## src/rtl/dmem_arbiter.sv

```systemverilog
// dmem_arbiter: shares the single data_mem port between the CPU and an
// auxiliary master (UART loader / debug DMA). Fixed CPU priority, with aux
// forced after STARVE_LIMIT consecutive CPU grants while aux is waiting.
// Optional build macro DMEM_ARB_PERF_EN adds saturating wait-cycle counters
// perf_cpu_wait / perf_aux_wait.
module dmem_arbiter #(
    parameter int STARVE_LIMIT = 4
) (
    input  logic        clk,
    input  logic        rst_n,
    input  logic [31:0] cpu_addr,
    input  logic [31:0] cpu_wdata,
    input  logic        cpu_memwrite,
    input  logic        cpu_memread,
    input  logic [3:0]  cpu_sign_mask,
    output logic [31:0] cpu_rdata,
    output logic        cpu_stall,
    input  logic        aux_req,
    input  logic        aux_we,
    input  logic [31:0] aux_addr,
    input  logic [31:0] aux_wdata,
    input  logic [3:0]  aux_sign_mask,
    output logic        aux_ack,
    output logic [31:0] aux_rdata,
    output logic [31:0] mem_addr,
    output logic [31:0] mem_wdata,
    output logic [3:0]  mem_sign_mask,
    output logic        mem_memwrite,
    output logic        mem_memread,
    input  logic [31:0] mem_rdata,
    input  logic        mem_busy
`ifdef DMEM_ARB_PERF_EN
    ,
    output logic [15:0] perf_cpu_wait,
    output logic [15:0] perf_aux_wait
`endif
);

    typedef enum logic [2:0] {
        IDLE     = 3'd0,
        CPU_ISS  = 3'd1,
        CPU_WAIT = 3'd2,
        AUX_ISS  = 3'd3,
        AUX_WAIT = 3'd4
    } state_t;

    localparam logic [3:0] STARVE_MAX = 4'(STARVE_LIMIT);

    state_t      state;
    logic [3:0]  starve_cnt;
    logic [31:0] cpu_rdata_q;
    logic        cpu_req;
    logic        cpu_done;
    logic        aux_force;

    // A simultaneous read+write from the CPU is treated as a write.
    assign cpu_req   = cpu_memread | cpu_memwrite;
    assign aux_force = aux_req & (starve_cnt == STARVE_MAX);
    assign cpu_done  = (state == CPU_WAIT) & ~mem_busy;

    // Stall is combinational so clk_proc is gated in the same cycle.
    assign cpu_stall = cpu_req & ~cpu_done;
    assign cpu_rdata = (state == CPU_WAIT) ? mem_rdata : cpu_rdata_q;

    // Arbitration FSM: grant in IDLE, register the request in *_ISS, wait out mem_busy in *_WAIT.
    always_ff @(posedge clk or negedge rst_n) begin
        if (!rst_n) begin
            state         <= IDLE;
            starve_cnt    <= 4'd0;
            mem_addr      <= 32'd0;
            mem_wdata     <= 32'd0;
            mem_sign_mask <= 4'd0;
            mem_memwrite  <= 1'b0;
            mem_memread   <= 1'b0;
            aux_ack       <= 1'b0;
            aux_rdata     <= 32'd0;
            cpu_rdata_q   <= 32'd0;
        end else begin
            aux_ack <= 1'b0;
            case (state)
                IDLE: begin
                    if (aux_force || (aux_req && !cpu_req)) begin
                        state      <= AUX_ISS;
                        starve_cnt <= 4'd0;
                    end else if (cpu_req) begin
                        state <= CPU_ISS;
                        if (aux_req && (starve_cnt != STARVE_MAX))
                            starve_cnt <= starve_cnt + 4'd1;
                    end
                end
                CPU_ISS: begin
                    mem_addr      <= cpu_addr;
                    mem_wdata     <= cpu_wdata;
                    mem_sign_mask <= cpu_sign_mask;
                    mem_memwrite  <= cpu_memwrite;
                    mem_memread   <= cpu_memread & ~cpu_memwrite;
                    state         <= CPU_WAIT;
                end
                AUX_ISS: begin
                    mem_addr      <= aux_addr;
                    mem_wdata     <= aux_wdata;
                    mem_sign_mask <= aux_sign_mask;
                    mem_memwrite  <= aux_we;
                    mem_memread   <= ~aux_we;
                    state         <= AUX_WAIT;
                end
                CPU_WAIT: begin
                    // Track the live read data so cpu_rdata holds it after the access.
                    cpu_rdata_q <= mem_rdata;
                    if (!mem_busy) begin
                        state        <= IDLE;
                        mem_memwrite <= 1'b0;
                        mem_memread  <= 1'b0;
                    end
                end
                AUX_WAIT: begin
                    if (!mem_busy) begin
                        state        <= IDLE;
                        mem_memwrite <= 1'b0;
                        mem_memread  <= 1'b0;
                        aux_ack      <= 1'b1;
                        aux_rdata    <= mem_rdata;
                    end
                end
                default: state <= IDLE;
            endcase
        end
    end

`ifdef DMEM_ARB_PERF_EN
    // Saturating counts of CPU stall cycles and aux cycles spent waiting for an ack.
    always_ff @(posedge clk or negedge rst_n) begin
        if (!rst_n) begin
            perf_cpu_wait <= 16'd0;
            perf_aux_wait <= 16'd0;
        end else begin
            if (cpu_stall && (perf_cpu_wait != 16'hFFFF))
                perf_cpu_wait <= perf_cpu_wait + 16'd1;
            if (aux_req && !aux_ack && (perf_aux_wait != 16'hFFFF))
                perf_aux_wait <= perf_aux_wait + 16'd1;
        end
    end
`endif

endmodule

```

## config.mk

```make
export PLATFORM = sky130hd
export DESIGN_NAME = dmem_arbiter
export DESIGN_NICKNAME = d
export VERILOG_FILES = /design/src/rtl/dmem_arbiter.sv
export SDC_FILE = /design/constraint.sdc
export NUM_CORES = 1
export LEC_CHECK = 0
export ABC_AREA = 0
export CORE_UTILIZATION = 40
export CTS_BUF_LIST = sky130_fd_sc_hd__clkbuf_4 sky130_fd_sc_hd__clkbuf_8 sky130_fd_sc_hd__clkbuf_16
export DETAILED_ROUTE_END_ITERATION = 6
export PLACE_DENSITY = 0.92
export SETUP_SLACK_MARGIN = 0.15
export SYNTH_ARGS = -nofsm -noshare
export SYNTH_HDL_FRONTEND = slang
export SYNTH_SLANG_ARGS = --single-unit
```

## constraint.sdc

```tcl
create_clock -name clk -period 3.1 [get_ports clk]
set_clock_uncertainty 0.1 [all_clocks]
set_input_delay 0.465 -clock clk [delete_from_list [all_inputs] [get_ports clk]]
set_output_delay 0.465 -clock clk [all_outputs]
set_load 0.01 [all_outputs]
```

Yosys cells after proc, flatten, opt, wreduce, memory -nomap -nowiden
Index checks and enable logic that the tools add are counted. W data, S select, Z words.

Bits in registers: 142. RAM bits: 0. Output and inout port bits: 136. Word-level logic and storage cells: 58. Latch bits: 0. Memories: 0. ROM bits: 0.

$add $sub $neg: 1. Multipliers: 0. Reductions and logical operators: 14. Magnitude comparators: 0. Equality and inequality tests: 8. Bitwise operators: 9. Div/mod/pow operators: 0. Shift-type cells: 0. Muxes and demuxes: 16.

Operator list (count): $pmux W32 S2 (2); $mux W32 (1); $mux W4 (3); $pmux W3 S4 (1); $mux W3 (3); $pmux W4 S2 (1); $eq A3 B2 Y1 const B (2); $pmux W1 S3 (2); $reduce_and A2 Y1 (3); $reduce_bool A2 Y1 (3); $add A4 B1 Y4 const B (1); $and A1 B1 Y1 (4); $eq A4 B3 Y1 const B (1); $ne A4 B3 Y1 const B (1); $not A1 Y1 (4); $eq A3 B1 Y1 const B (1); $eq A3 B3 Y1 const B (1); $logic_not A3 Y1 (1); $mux W1 (3); $ne A3 B3 Y1 const B (1); $reduce_and A3 Y1 (1); $reduce_bool A3 Y1 (1); $logic_and A1 B1 Y1 (2); $ne A2 B2 Y1 const B (1); other kinds (4) (4).

Depth between registers and ports, before layout
Gate-level depths: netlist (run 1).

Depth after elaboration: 6. Depth in mapped cells: 7. Gate-level depth less buffers: 6.

Worst setup path after synthesis (run 1)
OpenSTA, ideal clock, no wires.

Path type: register -> output. Start: register state[2]. End: output port cpu_rdata[22]. Arrival time: 1.460 ns. Cell stages (with the launch flop): 6. Data required time: 2.535 ns. Slack: 1.075 ns. Path through: dfrtp_1 > nor2b_1 > nor2b_1 > buf_2 > buf_2 > mux2_2.

Longest elaborated chain between the ends: 2.

Ends and longest elaborated chain: from (decl) (RTL line 49) `state_t state;`; from (signal assigned) (RTL line 68) `state <= IDLE;`; from (signal assigned) (RTL line 83) `state <= AUX_ISS;`; from (signal assigned) (RTL line 86) `state <= CPU_ISS;`; $eq A3 B2 Y1 (RTL line 63) `assign cpu_rdata = (state == CPU_WAIT) ? mem_rdata : cpu_rdata_q;`; $mux W32; to (decl) (RTL line 16) `output logic [31:0] cpu_rdata,`.

Every way passes these cells.

Final worst setup path (run 1)
Start: register state[2]. End: output port cpu_rdata[8].

Same word-level chain as after synthesis.

==> results of run 1 <==
-- worst max-delay path, cell delays in order, from the launching register on --
cell and delay [ns]:
dfrtp_2 0.46, nor2b_4 0.15, nor2b_4 0.17, buf_12 0.14, buf_12 0.12, mux2_2 0.39, clkdlybuf4s50_1 0.50
-- cells in the final DEF (no fill, tap or decap), types with 2 or more instances in the layout --
cell type,synthesis,routed
dlymetal6s2s_1,0,19
clkbuf_4,0,2
clkinvlp_4,0,2
a211oi_1,4,4
dfrtp_1,142,140
nor2b_1,5,3
inv_6,0,3
buf_4,3,8
ha_1,2,2
nor2_1,4,4
inv_1,4,4
a22o_1,2,2
a21oi_1,4,4
nor2b_4,0,2
clkdlybuf4s50_1,0,290
buf_12,0,4
bufinv_16,0,2
mux2i_1,68,68
nand2_1,74,74
clkinv_4,0,2
mux2_2,65,65
clkbuf_16,0,20
o21ai_0,68,68
clkinv_2,0,4
-- path summary, 6_finish.rpt --
kind                       depth (start not counted)       endpoint  slack (ns)          start
max                                                6   cpu_rdata[8]        0.19       state[2]
min reg2reg                                        2  mem_wdata[23]        0.37  mem_wdata[23]
min                                                2  mem_wdata[23]        0.37  mem_wdata[23]
max reg2reg                                        4       state[1]        0.60       state[1]
max in group asynchronous                          3        aux_ack        1.58          rst_n
min in group asynchronous                          2       state[1]        0.52          rst_n
-- final cells by class --
| cell class | count | area (um2) |
|---|---|---|
| well taps | 184 | 230 |
| repair buffers | 326 | 3380 |
| inverters | 4 | 15.0 |
| fillers | 1004 | 4540 |
| clock inverters | 13 | 139 |
| flip-flops and latches | 142 | 3560 |
| clock buffers | 19 | 440 |
| multi-input cells | 309 | 2290 |
-- flip-flops by register name, summed over array words and instances, names as in the netlist --
register / flops
state: 3
aux_rdata: 32
mem_memwrite: 1
mem_wdata: 32
cpu_rdata_q: 32
mem_addr: 32
mem_memread: 1
starve_cnt: 4
aux_ack: 1
mem_sign_mask: 4
-- cell families after synthesis --
logic type,count (synthesis)
muxes,133
DFF,142
and+or+nand+nor,91
buffers and inverters,37
adders and majority gates,2
AOI/OAI and AO/OA,83
-- Yosys cell counts, types with 2 or more instances --
cell type  instances  area (um2)
clkbuf_1          12        45.0
nand2_1           74         278
nor2_1             4        15.0
a211oi_1           4        30.0
nor2b_1            5        31.3
a22o_1             2        17.5
buf_4              3        22.5
mux2i_1           68         681
buf_2             17        85.1
dfrtp_1          142        3550
a21oi_1            4        20.0
o21ai_0           68         340
mux2_2            65         732
ha_1               2        25.0
inv_1              4        15.0
-- per-stage QoR --
step | hold WS [ns] | util | setup WS, ns | total power, uW | instance area [um2]
after global routing | 0.394 | 0.689 | 0.137 | 11000 | 10100
final | 0.375 | 0.689 | 0.188 | 10400 | 10100
after global placement | 0.360 | 0.636 | 0.620 | 8000 | 9280
after CTS | 0.382 | 0.676 | 0.102 | 10300 | 9870
after floorplan | 0.0694 | - | 1.08 | 5570 | 6000
after detailed placement | 0.369 | 0.636 | 0.510 | 8250 | 9280
-- repair_timing --
item | CTS | global route
resized for setup | 1 | 22
setup endpoints to repair | 32 | 32
endpoints found under the hold margin | 57 | 0
pin swaps | 0 | 0
cloned | 0 | 3
buffers inserted | 0 | 5
hold buffers | 1 | 0
-- power breakdown --
part / internal [uW] / leakage (uW) / total (uW) / switching (uW)
clock network: 1210 / 0.000285 / 2000 / 795
registers: 2780 / 0.00173 / 3270 / 487
logic: 2860 / 0.00243 / 5150 / 2290
-- layer usage --
layer | track usage | share of wire
met1 | 0.246 | 0.38
met2 | 0.405 | 0.52
met3 | 0.0649 | 0.068
met4 | 0.0893 | 0.030
met5 | 0 | 0
==> results by stage, run 1 <==
Outcome:
- The run finished with clean final reports.

CTS:
- In this run the deepest clock path goes through 2 buffers.
- The buffer type at the clock tree root is clkbuf_16.
- The number of buffers inserted during clock tree synthesis is 17.
- The clock tree synthesis step divided the H-tree into 4 levels.
- The clock reaches the later pin of the worst-skew pair after 0.41 ns.
- After clock tree synthesis, the clock-pin slew on the worst setup and hold paths is 0.06 ns.
- The clock drives 142 sinks.
- The clock tree from TritonCTS is yes.

Die:
- The area of the die is 15,500 um2.
- The die is 124 um wide.
- The number of cell rows is 44.
- The core region is 14,600 um2.
- The chip height is 124 um.
- The number of top-level design ports is 311.
- The initial core utilization is 0.411.

Place:
- The number of port buffers is 310.
- After detailed placement, the design holds a cell count of 956.
- Routability-driven placement finished with a final weighted congestion of 0.773.
- The detailed-placement wirelength estimate is 12.9 mm.

Logic synthesis:
- The xor and xnor area share after synthesis is 0.
- The most used flip-flop cell after synthesis is dfrtp_1.
- The portion of synthesized area spent on multiplexers is 0.235.
- The number of distinct standard cells referenced by the synthesized netlist is 29.
- The total nets after synthesis is 665.
- The complex-gate fraction of the synthesized area is 0.0748.
- The main combinational cell family by area after synthesis is multiplexers.
- In this run the mean area of a mapped cell was 12.3 um2.
- Of the total synthesized cell area, the portion taken by full adders, half adders and majority gates is 0.00417.
- The mapped netlist covers 6000 um2.
- The count of warnings emitted by yosys is 0.
- In the synthesized netlist, the number of instances is 488.
- Of the total synthesized cell area, the portion taken by AND, OR, NAND and NOR gates is 0.0638.
- The number of flip-flops and latches in the synthesized netlist is 142.
- For this run, the register share of the synthesized area comes to 0.592.
- The async set-or-reset flop fraction in the synthesized netlist is 1.00.
- The count of flip-flops with a built-in enable after synthesis is 0.

Power:
- For this design the ratio of total power to cell area is 1040 nW/um2.
- The leakage power total is 0.00444 uW.
- The worst supply voltage drop on vdd is 0.419 mV.

Cells and area:
- Excluding fillers, the count of instances in the completed layout stands at 997.
- The net count reported at finish is 977.
- 0 antenna diodes ended up in the layout.
- Of the cells placed in the final design, the portion with a size suffix greater than 1 is 0.149.
- The area growth from synthesis to layout is 67.5%.

Route:
- The total detailed-routing wirelength is 18.2 mm.
- Using the TritonRoute via totals, the vias-per-cell ratio works out to 4.94.
- After detailed routing, the number of remaining DRC violations is 0.
- Dividing the detail-routed wire length by the instance count gives 18.2 um.
- The detailed router placed 4,930 vias in this run.
- In this run the remaining antenna-violating nets after routing total 0.
- The detailed router finished its first iteration with 253 violations.
- The first detailed-routing pass ran for 4 iterations.

Global route:
- Entering global routing, the biggest net connects 130 pins.
- The total global routing track utilization is 0.224.
- The number of antenna violations at the first check in global routing is 0.
- After global routing the overflow that remains totals 0.
- The via count of the first global-routing pass is 5,064.
- The wire length of the first global-routing pass is 26.8 mm.

Timing:
- The relative slew slack is 0.420.
- The setup violation total in the final timing report is 0.
- The smallest clock period supported by the final layout is computed as 2.91 ns.
- The maximum achievable frequency is 0.343 GHz.
- Setup repair after global routing left no endpoint under its margin.
- The share of the clock period used by the worst path after layout is 0.939.
- The count of pins over their slew limit came to 0.
- The setup TNS after final layout is 0 ns.
- The number of hold violations in the final report is 0.
- The measured slew at the worst slew-check pin is 0.870 ns.

Flow run:
- Across the run, the number of max-cap violations was 0.

Worst setup path:
- The type of the setup path with the least slack is flop to primary output.
- The largest fanout of any net on the critical path is 7.
- The kind of end point of the critical path is a primary output.
- Data on the critical path arrives at its endpoint at 2.35 ns.
- The critical path startpoint category is a flop.
- The data required time of the worst path is 2.53 ns.

Hold path:
- The class of the tightest hold or removal check is flop to flop.
Note: power is estimated with default switching activity, not from simulation.
==> inputs of run 2 (changes only) <==
--- a/config.mk
+++ b/config.mk
@@ -6,10 +6,10 @@
 export NUM_CORES = 1
 export LEC_CHECK = 0
 export ABC_AREA = 0
-export CORE_UTILIZATION = 40
+export CORE_UTILIZATION = 43
 export CTS_BUF_LIST = sky130_fd_sc_hd__clkbuf_4 sky130_fd_sc_hd__clkbuf_8 sky130_fd_sc_hd__clkbuf_16
 export DETAILED_ROUTE_END_ITERATION = 6
-export PLACE_DENSITY = 0.92
+export PLACE_DENSITY = 0.95
 export SETUP_SLACK_MARGIN = 0.15
 export SYNTH_ARGS = -nofsm -noshare
 export SYNTH_HDL_FRONTEND = slang
==> results by stage, run 2 (synthesis gave the netlist of run 1 again) <==
Timing:
- The clock period minus final worst setup slack is 2.89 ns (was 2.91 ns).
- The count of pins over their slew limit is 0 (unchanged).
- The worst hold slack was 0.378 ns (was 0.375 ns).
- The maximum achievable frequency is 0.347 GHz (was 0.343 GHz).
- The measured slew at the worst slew-check pin is 0.838 ns (was 0.870 ns).
- The setup violation total in the final timing report is 0 (unchanged).
- The share of the clock period used by the worst path after layout is 0.931 (was 0.939).
- The number of hold violations in the final report was 0 (unchanged).
- The setup TNS after final layout came to 0 ns (unchanged).
- The relative slew slack is 0.441 (was 0.420).
- Setup repair after global routing missed its margin: no (unchanged).

Route:
- The number of detailed-route iterations in the first pass is 4 (unchanged).
- The mean number of vias per cell was 5.04 (was 4.94).
- The starting DRC count in detailed routing was 268 (was 253).
- The remaining number of nets flagged by the antenna check after routing was 0 (unchanged).
- The routed wirelength normalized by instance count is 18.8 um (was 18.2 um).
- The total detailed-routing wirelength is 18.4 mm (was 18.2 mm).
- The detailed-route via count is 4,958 (was 4,930).
- The post-route DRC violation count was 0 (unchanged).

Global route:
- The via count of the first global-routing pass came to 5,163 (was 5,064).
- The total global routing track utilization is 0.262 (was 0.224).
- The largest net degree at the start of global routing came to 80 (was 130).
- The number of antenna violations at the first check in global routing is 0 (unchanged).
- The total congestion overflow is 0 (unchanged).
- The wire length of the first global-routing pass was 28.2 mm (was 26.8 mm).

CTS:
- The clock insertion delay at the later pin of the skew report was 0.41 ns (about the same).
- The CTS clock-pin slew for the worst setup and hold paths is 0.06 ns (about the same).
- The clock tree from TritonCTS is yes (unchanged).
- The buffer type at the clock tree root was clkbuf_16 (unchanged).
- The number of buffers inserted during clock tree synthesis is 17 (unchanged).
- The number of H-tree levels came to 4 (unchanged).
- The maximum clock insertion buffer count is 2 (unchanged).
- The clock sink count came to 142 (unchanged).

Worst setup path:
- The signal arrival time at the worst endpoint is 2.32 ns (was 2.35 ns).
- The data required time of the worst path was 2.53 ns (about the same).
- The largest fanout of any net on the critical path is 16 (was 7).
- Ordered list of cells on the worst path: nor2b_4, nor2b_4, bufbuf_16, mux2_2, clkdlybuf4s50_1 (was nor2b_4, nor2b_4, buf_12, buf_12, mux2_2, clkdlybuf4s50_1).
- The cell that appears most often on the critical path is nor2b_4.
- The critical path startpoint category is a flop (unchanged).
- The register-to-register setup slack is 0.88 ns (was 0.60 ns).
- The kind of end point of the critical path is a primary output (unchanged).
- The highest-delay cell along the critical path is clkdlybuf4s50_1 (unchanged).
- The delay of the slowest cell on the worst path came to 0.47 ns (was 0.50 ns).
- The type of the setup path with the least slack was flop to primary output (unchanged).

Power:
- The worst supply voltage drop on vdd is 0.500 mV (was 0.419 mV).
- The power density over cell area is 1040 nW/um2 (about the same).
- The leakage power total came to 0.00430 uW (was 0.00444 uW).

Cells and area:
- The final core utilization is 0.738 (was 0.689).
- Most used cells in the layout excluding fill and tap cells: clkdlybuf4s50_1 (287), dfrtp_1 (140), nand2_1 (74) (was clkdlybuf4s50_1 (290), dfrtp_1 (140), nand2_1 (74)).
- The area overhead of the layout relative to synthesis came to 65.5% (was 67.5%).
- The commonest non-fill, non-tap cell in the layout is clkdlybuf4s50_1 (unchanged).
- The number of antenna diodes is 0 (unchanged).
- The net count reported at finish came to 971 (was 977).
- The fraction of final layout cells sized beyond drive strength 1 is 0.143 (was 0.149).
- The total non-filler cell area in the finished layout is 9930 um2 (was 10,100 um2).

Die:
- The area of the die is 14,400 um2 (was 15,500 um2).
- The initial core utilization is 0.446 (was 0.411).
- The number of cell rows is 42 (was 44).
- The die span in x is 120 um (was 124 um).
- The core footprint is 13,500 um2 (was 14,600 um2).
- The chip height is 120 um (was 124 um).
- The number of top-level design ports is 311 (unchanged).

Place:
- The placer congestion estimate is 0.780 (was 0.773).
- The detailed-placement wirelength estimate is 13.4 mm (was 12.9 mm).
- The total cell area at the placement stage was 9260 um2 (was 9280 um2).
- The number of port buffers was 310 (unchanged).

Flow run:
- The count of maximum capacitance violations is 0 (unchanged).

Hold path:
- The class of the tightest hold or removal check is flop to flop (unchanged).

Outcome:
- Outcome: finished clean (unchanged).
run 2: cell count changes in the layout (fill, tap and decap cells not counted), moves of 3 or more:
cell / previous run / this run
clkbuf_8: 0 / 5
clkdlybuf4s50_1: 290 / 287
dlymetal6s2s_1: 19 / 5
buf_4: 8 / 5
dlygate4sd2_1: 0 / 17
clkbuf_16: 20 / 17
inv_6: 3 / 0
run 2: report_power, final:
group          internal, uW  total, uW  switching, uW
Combinational          2720       5010           2290
Clock                  1300       2060            763
Sequential             2780       3260            475
Total                  6800      10300           3530
run 2: layout make-up:
cell class,count,area (um2)
clock buffer,23,502
clock inverter,9,108
fill,862,3520
inverter,4,15.0
multi-input combinational,309,2290
sequential,142,3560
tap,176,220
timing repair buffer,320,3240
run 2: what timing repair did:
action,4_1_cts,5_1_grt
hold buffers,1,0
gates cloned,1,0
setup buffers,1,1
resized for setup,20,6
endpoints found under the setup margin,32,15
endpoints found under the hold margin,63,0
run 2: metrics by stage:
step / setup WS (ns) / cells / total power, uW
3_3_place_gp: 0.626 / 947 / 8030
3_5_place_dp: 0.581 / 947 / 8280
4_1_cts: 0.130 / 982 / 10400
5_1_grt: 0.138 / 983 / 10900
6_report: 0.214 / 983 / 10300
2_1_floorplan: 1.08 / 488 / 5570
run 2: critical path: cells and delay by family (launching register included):
kind,cells,cell delay [ns]
DFF,1,0.44
and+or+nand+nor,2,0.32
muxes,1,0.36
buffers and inverters,2,0.79
run 2: metal layers:
layer | vias up | part of all wire | global-route usage
li1 | 2313 | - | -
met1 | 2369 | 0.38 | 0.287
met2 | 242 | 0.52 | 0.472
met3 | 34 | 0.068 | 0.0727
met4 | 0 | 0.028 | 0.113
met5 | - | 0 | 0
run 2: path summary, 6_finish.rpt:
kind                                       to  depth (start not counted)          start
worst max-delay path            cpu_rdata[14]                          5       state[2]
worst min-delay path            mem_wdata[20]                          2  mem_wdata[20]
worst max register to register   mem_addr[16]                          4       state[1]
worst min register to register  mem_wdata[20]                          2  mem_wdata[20]
max in group asynchronous            state[2]                          3          rst_n
min in group asynchronous            state[1]                          2          rst_n
